File: src/rtl/decode_collate_ctrl.sv
// Collates 32/64-bit instruction words ahead of decode and issues them downstream.
// Optional: DECODE_COLLATE_WFID_CHECK_EN enables wavefront-match checking of second words.
module decode_collate_ctrl #(
    parameter int unsigned WFID_WIDTH = 6
) (
    input  logic                  clk,
    input  logic                  rst,
    input  logic                  fetch_valid,
    output logic                  fetch_ready,
    input  logic [31:0]           fetch_instr,
    input  logic [WFID_WIDTH-1:0] fetch_wfid,
    input  logic                  flush,
    output logic [63:0]           collated_instr,
    output logic                  collate_done,
    input  logic                  collate_required,
    output logic                  dec_valid,
    input  logic                  dec_ready,
    output logic [WFID_WIDTH-1:0] dec_wfid,
    output logic                  dec_is64,
    output logic                  collate_err
);

    typedef enum logic [1:0] {
        IDLE  = 2'd0,
        EVAL  = 2'd1,
        WAIT2 = 2'd2,
        HOLD  = 2'd3
    } state_t;

    state_t                state;
    logic [31:0]           lo;
    logic [31:0]           hi;
    logic [WFID_WIDTH-1:0] wfid;
    logic                  is64;
    logic                  valid_q;
    logic                  done_q;
    logic                  accept;
    logic                  wfid_bad;

    // Handshake is a function of state only, except HOLD which frees up as it issues.
    assign fetch_ready = (state == IDLE) || (state == WAIT2) ||
                         ((state == HOLD) && dec_ready);
    assign accept      = fetch_valid && fetch_ready && !flush;

`ifdef DECODE_COLLATE_WFID_CHECK_EN
    assign wfid_bad = (fetch_wfid != wfid);
`else
    assign wfid_bad = 1'b0;
`endif

    assign collated_instr = {hi, lo};
    assign collate_done   = done_q;
    assign dec_valid      = valid_q;
    assign dec_wfid       = wfid;
    assign dec_is64       = is64;

    // Collation FSM with its datapath registers.
    always_ff @(posedge clk or negedge rst) begin
        if (!rst) begin
            state   <= IDLE;
            lo      <= '0;
            hi      <= '0;
            wfid    <= '0;
            is64    <= 1'b0;
            valid_q <= 1'b0;
            done_q  <= 1'b0;
        end else if (flush) begin
            state   <= IDLE;
            lo      <= '0;
            hi      <= '0;
            is64    <= 1'b0;
            valid_q <= 1'b0;
            done_q  <= 1'b0;
        end else begin
            case (state)
                IDLE: begin
                    if (accept) begin
                        lo    <= fetch_instr;
                        hi    <= '0;
                        wfid  <= fetch_wfid;
                        is64  <= 1'b0;
                        state <= EVAL;
                    end
                end
                EVAL: begin
                    // An unknown collate_required is treated as a complete 32-bit word.
                    if (collate_required === 1'b1) begin
                        state <= WAIT2;
                    end else begin
                        is64    <= 1'b0;
                        valid_q <= 1'b1;
                        done_q  <= 1'b0;
                        state   <= HOLD;
                    end
                end
                WAIT2: begin
                    if (accept) begin
                        if (wfid_bad) begin
                            lo    <= fetch_instr;
                            hi    <= '0;
                            wfid  <= fetch_wfid;
                            is64  <= 1'b0;
                            state <= EVAL;
                        end else begin
                            hi      <= fetch_instr;
                            is64    <= 1'b1;
                            valid_q <= 1'b1;
                            done_q  <= 1'b1;
                            state   <= HOLD;
                        end
                    end
                end
                HOLD: begin
                    if (dec_ready) begin
                        valid_q <= 1'b0;
                        done_q  <= 1'b0;
                        if (accept) begin
                            lo    <= fetch_instr;
                            hi    <= '0;
                            wfid  <= fetch_wfid;
                            is64  <= 1'b0;
                            state <= EVAL;
                        end else begin
                            state <= IDLE;
                        end
                    end
                end
                default: state <= IDLE;
            endcase
        end
    end

`ifdef DECODE_COLLATE_WFID_CHECK_EN
    logic err_q;

    // Single-cycle fault pulse when a second word belongs to another wavefront.
    always_ff @(posedge clk or negedge rst) begin
        if (!rst) begin
            err_q <= 1'b0;
        end else begin
            err_q <= (state == WAIT2) && accept && wfid_bad;
        end
    end

    assign collate_err = err_q;
`else
    assign collate_err = 1'b0;
`endif

endmodule

File: config.mk
export PLATFORM = sky130hd
export DESIGN_NAME = decode_collate_ctrl
export DESIGN_NICKNAME = d
export VERILOG_FILES = /design/src/rtl/decode_collate_ctrl.sv
export SDC_FILE = /design/constraint.sdc
export NUM_CORES = 1
export LEC_CHECK = 0
export ABC_AREA = 0
export BUFFER_PORTS_ARGS = -buffer_cell sky130_fd_sc_hd__buf_4
export CORE_MARGIN = 10
export CORE_UTILIZATION = 51
export DETAILED_ROUTE_END_ITERATION = 8
export HOLD_SLACK_MARGIN = 0.08
export PLACE_DENSITY = 0.78
export SYNTH_ARGS = -nofsm -noshare
export SYNTH_HDL_FRONTEND = slang
export SYNTH_SLANG_ARGS = --single-unit
File: constraint.sdc
create_clock -name clk -period 2.6 [get_ports clk]
set_clock_uncertainty 0.15 [all_clocks]
set_input_delay 0.52 -clock clk [delete_from_list [all_inputs] [get_ports clk]]
set_output_delay 0.52 -clock clk [all_outputs]
set_load 0.03 [all_outputs]
==> results.ini, run 1 <==
[clock_tree]
cts_sinks=75
clk_pin_slew_ps=80
htreeDepth=3
clock_latency_ps=340
post-cts-setup-buffer-count=0
numCtsBuffers=9
ctsResizeCount=0
cts-root-buf=clkbuf_8
cts_buffer_depth=2
ctsHoldBuffers=0
cts_tree=yes

[cells_and_area]
layout.cells.non_filler=520
utilization_pct=69.5
final_cell_mix=125 x buf_4, 75 x dfrtp_1, 36 x mux2_2
syn2layout_area_growth_pct=31.7
diodes=0
final_common_cell=buf_4
final_nets=469
drive_above_1_share_pct=42.5

[pwr]
comb_power_share_pct=39.7
max-vdd-ir-drop_v=0.000459
p_leak_nw=2.28
switching_share_pct=37.6
internal_power_w=0.00266
power_density_mw_per_mm2=897
pwr-share-clk_pct=24.9
p_seq_share_pct=35.4
p_sw_w=0.00160

[yosys]
synth-seq-cells=75
synth_edf_count=0
yosysSeqAreaShare_pct=52.0
syn-cell-area_mm2=0.00361
synth_nets=367
ys_warn_count=0
async_reset_ff_share_pct=100
synth.distinct_cells=36
netlist_instances=318
ys.flop_type=dfrtp_1
avgSynthCellArea_um2=11.3

[sta]
setup_viol=0
totalNegativeSetupSlack_ps=0
rsz0062_at_grt=false
min_period_ps=2300
worst_slew_pin_slew_ps=1060
finalMaxSlewViolations=0
setup_slack_ps=300
timing.final.crit_share_pct=88.5
hold_viol=0
fmax_mhz=435
max-slew-margin-rel_pct=29.0

[job]
max_cap_viol_count=0

[worst_setup_path]
r2r.worst_path.cells=5
crit_required_ps=1930
critPathMaxFanout=5
r2r_setup_slack_ps=360
endpoint_kind=primary output
worstReg2RegStart=state[0]
start_kind=flip-flop
reg2reg_to=lo[17]
criticalPathCategory=reg2out
arrival_ps=1630

[global_route]
grt_pass1_vias=3080
grt_pass1_wl_um=16200
overflow=0
grt_use_total_pct=18.1
grt_max_degree=76
antenna_found_initial=0

[detailed_routing]
drc_errors=0
final_antenna_net_count=0
viasPerCell=5.71
vias=2971
routed_wl_um=10200
wl_per_cell_um=19.6
drt_iter0_drc=214
drtPass1Iterations=4

[die]
std_cell_rows=30
die_y_um=104
core-area_mm2=0.00683
pin_count=119
start_util_pct=52.8
die-area_mm2=0.0108
die_w_um=104

[place]
dp_hpwl_um=7010
dp_cells=505
dpl_worst_slack_ps=370
place_congestion=0.783
portBuffers=117

[min_path]
hp-class=in2async

[status]
status=finished clean

cells by family after synthesis:
group,Yosys count,synth area share (%)
AO/OA/AOI/OAI,79,14.7
AND/OR/NAND/NOR,77,13.4
flip-flops,75,52.0
buffers and inverters,41,5.41
multiplexers,40,12.6
adder cells (fa/ha/maj),5,1.73
other,1,0.104
power by group through the flow:
stage,clock [W],combinational (W),sequential [W]
finish,0.00106,0.00169,0.00151
floorplan,0,0.000670,0.00192
detailed placement,0,0.00170,0.00153
global route,0.00112,0.00180,0.00154
CTS,0.00108,0.00171,0.00151
global placement,0,0.00167,0.00152
area by class of cell:
type,count,area (µm²)
Tap cell,96,120
Inverter,6,22.5
Clock inverter,5,103
Clock buffer,10,128
Timing Repair Buffer,126,958
Fill cell,534,2080
Multi-Input combinational cell,202,1540
Sequential cell,75,1880
metrics by stage:
stage               total power, W  hold WS (ps)  cell area, µm²
floorplan                  0.00259          74.4            3610
global placement           0.00318           326            4520
detailed placement         0.00323           333            4520
CTS                        0.00429           192            4750
global route               0.00445           225            4750
finish                     0.00426           146            4750
layer usage:
layer / GRT usage, % / routed length [µm]
met1: 22.6 / 4260
met2: 28.0 / 4950
met3: 5.89 / 760
met4: 7.65 / 221
met5: 0 / 0
cells in the mapped netlist, drive strengths merged (2+ instances only):
library cell / instances / area (µm²)
dfrtp: 75 / 1880
mux2: 39 / 443
a21oi: 36 / 191
nor2b: 34 / 213
nand4: 32 / 200
o31ai: 32 / 240
buf: 19 / 113
clkbuf: 16 / 60.1
inv: 6 / 22.5
ha: 5 / 62.6
nand2b: 4 / 25.0
o2111ai: 2 / 17.5
worst max-delay path by stage:
stage / slack (ps) / cells past startpoint / to / from
after floorplan: 430 / 5 / fetch_ready / state[0]
after global placement: 440 / 5 / lo[8] / state[0]
after detailed placement: 370 / 5 / lo[17] / state[0]
after CTS: 280 / 4 / fetch_ready / state[0]
after global routing: 220 / 4 / fetch_ready / state[0]
final: 300 / 4 / fetch_ready / state[0]
critical path, stage by stage, from the launching register on:
cell and delay (ps):
dfrtp_1 400, inv_1 100, ha_1 300, a211o_1 310
buf_4 170
registers in the layout, indices dropped and copies added (netlist names):
signal / count
lo: 32
state: 2
dec_is64: 1
hi: 32
dec_wfid: 6
collate_done: 1
dec_valid: 1
Power figures use the tool's default switching activity.
==> run 2, diff against run 1 <==
Settings changed: CORE_MARGIN 10 to 1.5, GPL_ROUTABILITY_DRIVEN set to 0.
==> run 2 against run 1 <==
  * Clock power fell by 26%
  * Clock-buffer cell count grew 2
  * Global-route usage is 7.0 points higher
  * Highest routed layer unchanged
==> results.ini, run 2 (same netlist as run 1, synthesis figures left out) <==
[status]
status=finished clean

[detailed_routing]
viasPerCell=5.83  ; +2.0%
final_antenna_net_count=0  ; unchanged
drc_errors=0  ; unchanged
routed_wl_um=9030  ; -11%
drt_iter0_drc=171  ; -20%
drtPass1Iterations=5  ; +1
wl_per_cell_um=17.3  ; -12%
vias=3049  ; +2.6%

[worst_setup_path]
start_kind=flip-flop
path_buf_inv=2  ; unchanged
arrival_ps=1710  ; +80 ps
crit_required_ps=1930  ; about the same
critPathMaxFanout=12  ; +7
crit_family=flip-flops
criticalPathCategory=reg2out
endpoint_kind=primary output
crit_slowest_cell=dfrtp_1
max_stage_delay_ps=400  ; about the same
crit_chain=inv_1 -> ha_1 -> a211o_1 -> buf_4

[cells_and_area]
seqCellArea_mm2=0.00188  ; unchanged
syn2layout_area_growth_pct=30.9
final_common_cell=buf_4
diodes=0  ; unchanged
fin_area_mm2=0.00472  ; -0.63%
layout.cells.non_filler=523  ; +0.58%
fillers=550  ; +3.0%
final_nets=473  ; +0.85%
drive_above_1_share_pct=42.6  ; +0.17 points
multi_input_area_mm2=0.00154  ; unchanged
final_cell_mix=128 x buf_4, 75 x dfrtp_1, 36 x mux2_2

[place]
dp_hpwl_um=6100  ; -13%
dp_cells=508  ; +0.59%
placed_area_mm2=0.00454  ; +0.50%
dpl_worst_slack_ps=420  ; +49.5 ps
portBuffers=117  ; unchanged

[pwr]
switching_share_pct=39.1  ; +1.5 points
internal_power_w=0.00242  ; -9.1%
p_leak_nw=2.27  ; -0.38%
max-vdd-ir-drop_v=0.000453  ; -1.3%
p_sw_w=0.00155  ; -3.2%
p_seq_share_pct=38.0  ; +2.6 points
comb_power_share_pct=42.2  ; +2.5 points
pwr-share-clk_pct=19.9  ; -5.0 points
power_density_mw_per_mm2=841  ; -6.3%

[sta]
hold_ws_ps=263  ; +116 ps
max-slew-margin-rel_pct=61.1  ; +32 points
min_period_ps=2380  ; +82.6 ps
worst_slew_pin_slew_ps=568  ; -496 ps
rsz0062_at_grt=false
finalMaxSlewViolations=0  ; unchanged
hold_viol=0  ; unchanged
setup_viol=0  ; unchanged
setup_slack_ps=218  ; -82.6 ps
totalNegativeSetupSlack_ps=0  ; unchanged
timing.final.crit_share_pct=91.6  ; +3.2 points
fmax_mhz=420  ; -3.5%

[clock_tree]
htreeDepth=3  ; unchanged
clk_pin_slew_ps=80  ; about the same
cts_sinks=75  ; unchanged
cts-root-buf=clkbuf_8
numCtsBuffers=9  ; unchanged
cts_tree=yes
clock_latency_ps=340  ; about the same
cts_buffer_depth=2  ; unchanged

[min_path]
hp-class=in2reg

[die]
std_cell_rows=30  ; unchanged
die_w_um=87.1  ; -16%
pin_count=119  ; unchanged
core-area_mm2=0.00683  ; unchanged
start_util_pct=52.8  ; unchanged
die-area_mm2=0.00758  ; -30%
die_y_um=87.1  ; -16%

[global_route]
grt_max_degree=47  ; -38%
grt_pass1_vias=2964  ; -3.8%
antenna_found_initial=0  ; unchanged
grt_pass1_wl_um=14600  ; -10%
grt_use_total_pct=25.1  ; +7.0 points
overflow=0  ; unchanged

[job]
max_cap_viol_count=0  ; unchanged

[run 2: metrics by stage]
step	power, W	utilization (%)
3_3_place_gp	0.00316	66.5
4_1_cts	0.00400	69.1
2_1_floorplan	0.00259	-
3_5_place_dp	0.00320	66.5
5_1_grt	0.00417	69.1
6_report	0.00397	69.1
[run 2: cell type report]
| class | count | area share (%) |
|---|---|---|
| repair buffers | 130 | 21.0 |
| multi-input cells | 202 | 32.7 |
| clock buffers | 12 | 3.29 |
| flip-flops and latches | 75 | 39.8 |
| clock inverters | 2 | 0.265 |
| well taps | 96 | 2.54 |
| inverters | 6 | 0.477 |
[run 2: power groups by stage]
stage               logic [W]  clock network (W)  registers [W]
floorplan            0.000670                  0        0.00192
global placement      0.00164                  0        0.00152
detailed placement    0.00167                  0        0.00153
CTS                   0.00168           0.000813        0.00151
global route          0.00179           0.000854        0.00153
finish                0.00167           0.000789        0.00151
[run 2: layer usage]
metal | global-route usage, % | vias to the layer above | routed length [µm]
met2 | 40.0 | 145 | 4440
li1 | - | 1379 | -
met5 | 0 | - | 0
met1 | 33.9 | 1509 | 3760
met3 | 5.40 | 16 | 655
met4 | 8.94 | 0 | 180
[run 2: final timing paths]
path / startpoint / to / slack (ps) / cells past startpoint
setup reg to reg: state[0] / lo[29] / 380 / 5
setup / recovery: state[0] / fetch_ready / 220 / 4
hold reg to reg: lo[4] / lo[4] / 350 / 1
hold / removal: fetch_wfid[2] / dec_wfid[2] / 260 / 2
min in group asynchronous: rst / lo[3] / 570 / 2
max in group asynchronous: rst / lo[16] / 1160 / 3
[run 2: timing repair]
action | in CTS | in global routing
setup endpoints to repair | 0 | 0
resized for setup | 0 | 0
buffers inserted | 0 | 0
hold buffers | 1 | 0
endpoints found under the hold margin | 45 | 0
==> run 3, diff against run 2 <==
Settings changed: PLACE_DENSITY 0.78 to 0.89.
==> run 3 against run 2 <==
  * Maximum frequency rose by 0.87%
  * First-iteration DRC count rose by 9.4%
  * Power rose by 1.5%
  * Critical path type is now reg2reg
  * Critical endpoint is now lo[12]
  * Largest power group unchanged
==> results.ini, run 3 (same netlist as run 1, synthesis figures left out) <==
[global_route]
grt_max_degree=76  ; +62%
antenna_found_initial=0  ; unchanged
overflow=0  ; unchanged
grt_use_total_pct=24.2  ; -0.90 points
grt_pass1_vias=2930  ; -1.1%
grt_pass1_wl_um=14400  ; -1.8%

[detailed_routing]
viasPerCell=5.76  ; -1.1%
routed_wl_um=8990  ; -0.45%
drt_iter0_drc=187  ; +9.4%
wl_per_cell_um=17.4  ; +0.51%
final_antenna_net_count=0  ; unchanged
drtPass1Iterations=4  ; -1
drc_errors=0  ; unchanged
vias=2986  ; -2.1%

[worst_setup_path]
crit_family=multiplexers
crit_slowest_cell=ha_1
crit_required_ps=2660  ; +730 ps
path_buf_inv=1  ; -1
crit_chain=ha_1 -> mux2_4 -> a21oi_4 -> buf_12 -> mux2_2
critPathMaxFanout=25  ; +13
criticalPathCategory=reg2reg
endpoint_kind=flip-flop
arrival_ps=2430  ; +720 ps
max_stage_delay_ps=420  ; +20 ps
start_kind=flip-flop

[die]
core-area_mm2=0.00683  ; unchanged
die_w_um=87.1  ; unchanged
pin_count=119  ; unchanged
die-area_mm2=0.00758  ; unchanged
start_util_pct=52.8  ; unchanged
std_cell_rows=30  ; unchanged
die_y_um=87.1  ; unchanged

[sta]
fmax_mhz=423  ; +0.87%
setup_viol=0  ; unchanged
max-slew-margin-rel_pct=34.4  ; -27 points
totalNegativeSetupSlack_ps=0  ; unchanged
finalMaxSlewViolations=0  ; unchanged
rsz0062_at_grt=false
hold_viol=0  ; unchanged
min_period_ps=2360  ; -20.5 ps
hold_ws_ps=155  ; -108 ps
worst_slew_pin_slew_ps=983  ; +415 ps
timing.final.crit_share_pct=90.8  ; -0.79 points

[min_path]
hp-class=in2async

[clock_tree]
post-cts-setup-buffer-count=0  ; unchanged
cts_buffer_depth=2  ; unchanged
clk_pin_slew_ps=80  ; about the same
cts_tree=yes
numCtsBuffers=9  ; unchanged
clock_latency_ps=330  ; about the same
htreeDepth=3  ; unchanged
ctsResizeCount=0  ; unchanged
cts_sinks=75  ; unchanged
ctsHoldBuffers=0  ; -1
cts-root-buf=clkbuf_8

[cells_and_area]
syn2layout_area_growth_pct=30.0
fillers=527  ; -4.2%
final_common_cell=buf_4
final_nets=467  ; -1.3%
drive_above_1_share_pct=42.2  ; -0.44 points
final_cell_mix=123 x buf_4, 75 x dfrtp_1, 36 x mux2_2
diodes=0  ; unchanged

[place]
dp_hpwl_um=5900  ; -3.2%
portBuffers=117  ; unchanged

[pwr]
p_leak_nw=2.25  ; -1.1%
power_density_mw_per_mm2=859  ; +2.2%
max-vdd-ir-drop_v=0.000456  ; +0.50%

[job]
max_cap_viol_count=0  ; unchanged

[status]
status=finished clean

==> run 3: cell types whose count changed in the layout (fill, tap and decap cells not counted), sizes merged <==
cell	change
clkinv	+1
bufinv	+1
clkbuf	-2
dlygate4sd3	-1
buf	-5
clkinvlp	+1
==> run 3: where the power goes <==
part / internal [W] / leakage (nW) / switching, W
registers: 0.00138 / 0.995 / 0.000131
clock network: 0.000435 / 0.0881 / 0.000423
logic: 0.000648 / 1.16 / 0.00101
total: 0.00246 / 2.25 / 0.00157
==> run 3: routing by layer <==
metal / vias to the layer above / wire [µm] / global-route usage (%) / share of wire [%]
met1: 1478 / 3840 / 31.8 / 43
met5: - / 0 / 0 / 0
met2: 118 / 4500 / 40.2 / 50
li1: 1371 / - / - / -
met4: 0 / 158 / 8.21 / 1.8
met3: 19 / 491 / 4.55 / 5.5
==> run 3: worst paths after layout <==
path / to / from / cells after the start / slack (ps)
max in group asynchronous: lo[30] / rst / 1 / 1510
min: lo[18] / rst / 1 / 150
max reg2reg: lo[12] / state[0] / 5 / 240
max: lo[12] / state[0] / 5 / 240
min in group clk: dec_wfid[1] / fetch_wfid[1] / 2 / 260
min reg2reg: lo[4] / lo[4] / 1 / 360
==> run 3: worst reg2reg max path: stages, from the launching register on <==
cell and delay [ps]:
dfrtp_1 400, ha_1 420, mux2_4 350, a21oi_4 320, buf_12 230, mux2_2 370
==> run 3: metrics by stage <==
stage / power (W) / instance area (µm²) / std cells / util, % / setup slack [ps]
2_1_floorplan: 0.00259 / 3610 / 318 / - / 433
3_3_place_gp: 0.00314 / 4510 / 503 / 66.0 / 348
3_5_place_dp: 0.00319 / 4510 / 503 / 66.0 / 243
4_1_cts: 0.00405 / 4690 / 518 / 68.6 / 241
5_1_grt: 0.00422 / 4690 / 518 / 68.6 / 57.4
6_report: 0.00403 / 4690 / 518 / 68.6 / 238
==> run 3: cell type report <==
| cell class | count | area, µm² | share of cell area (%) |
|---|---|---|---|
| Sequential cell | 75 | 1880 | 40.0 |
| Multi-Input combinational cell | 202 | 1540 | 32.9 |
| Timing Repair Buffer | 124 | 943 | 20.1 |
| Clock buffer | 10 | 128 | 2.72 |
| Tap cell | 96 | 120 | 2.56 |
| Clock inverter | 5 | 55.1 | 1.17 |
| Inverter | 6 | 22.5 | 0.480 |
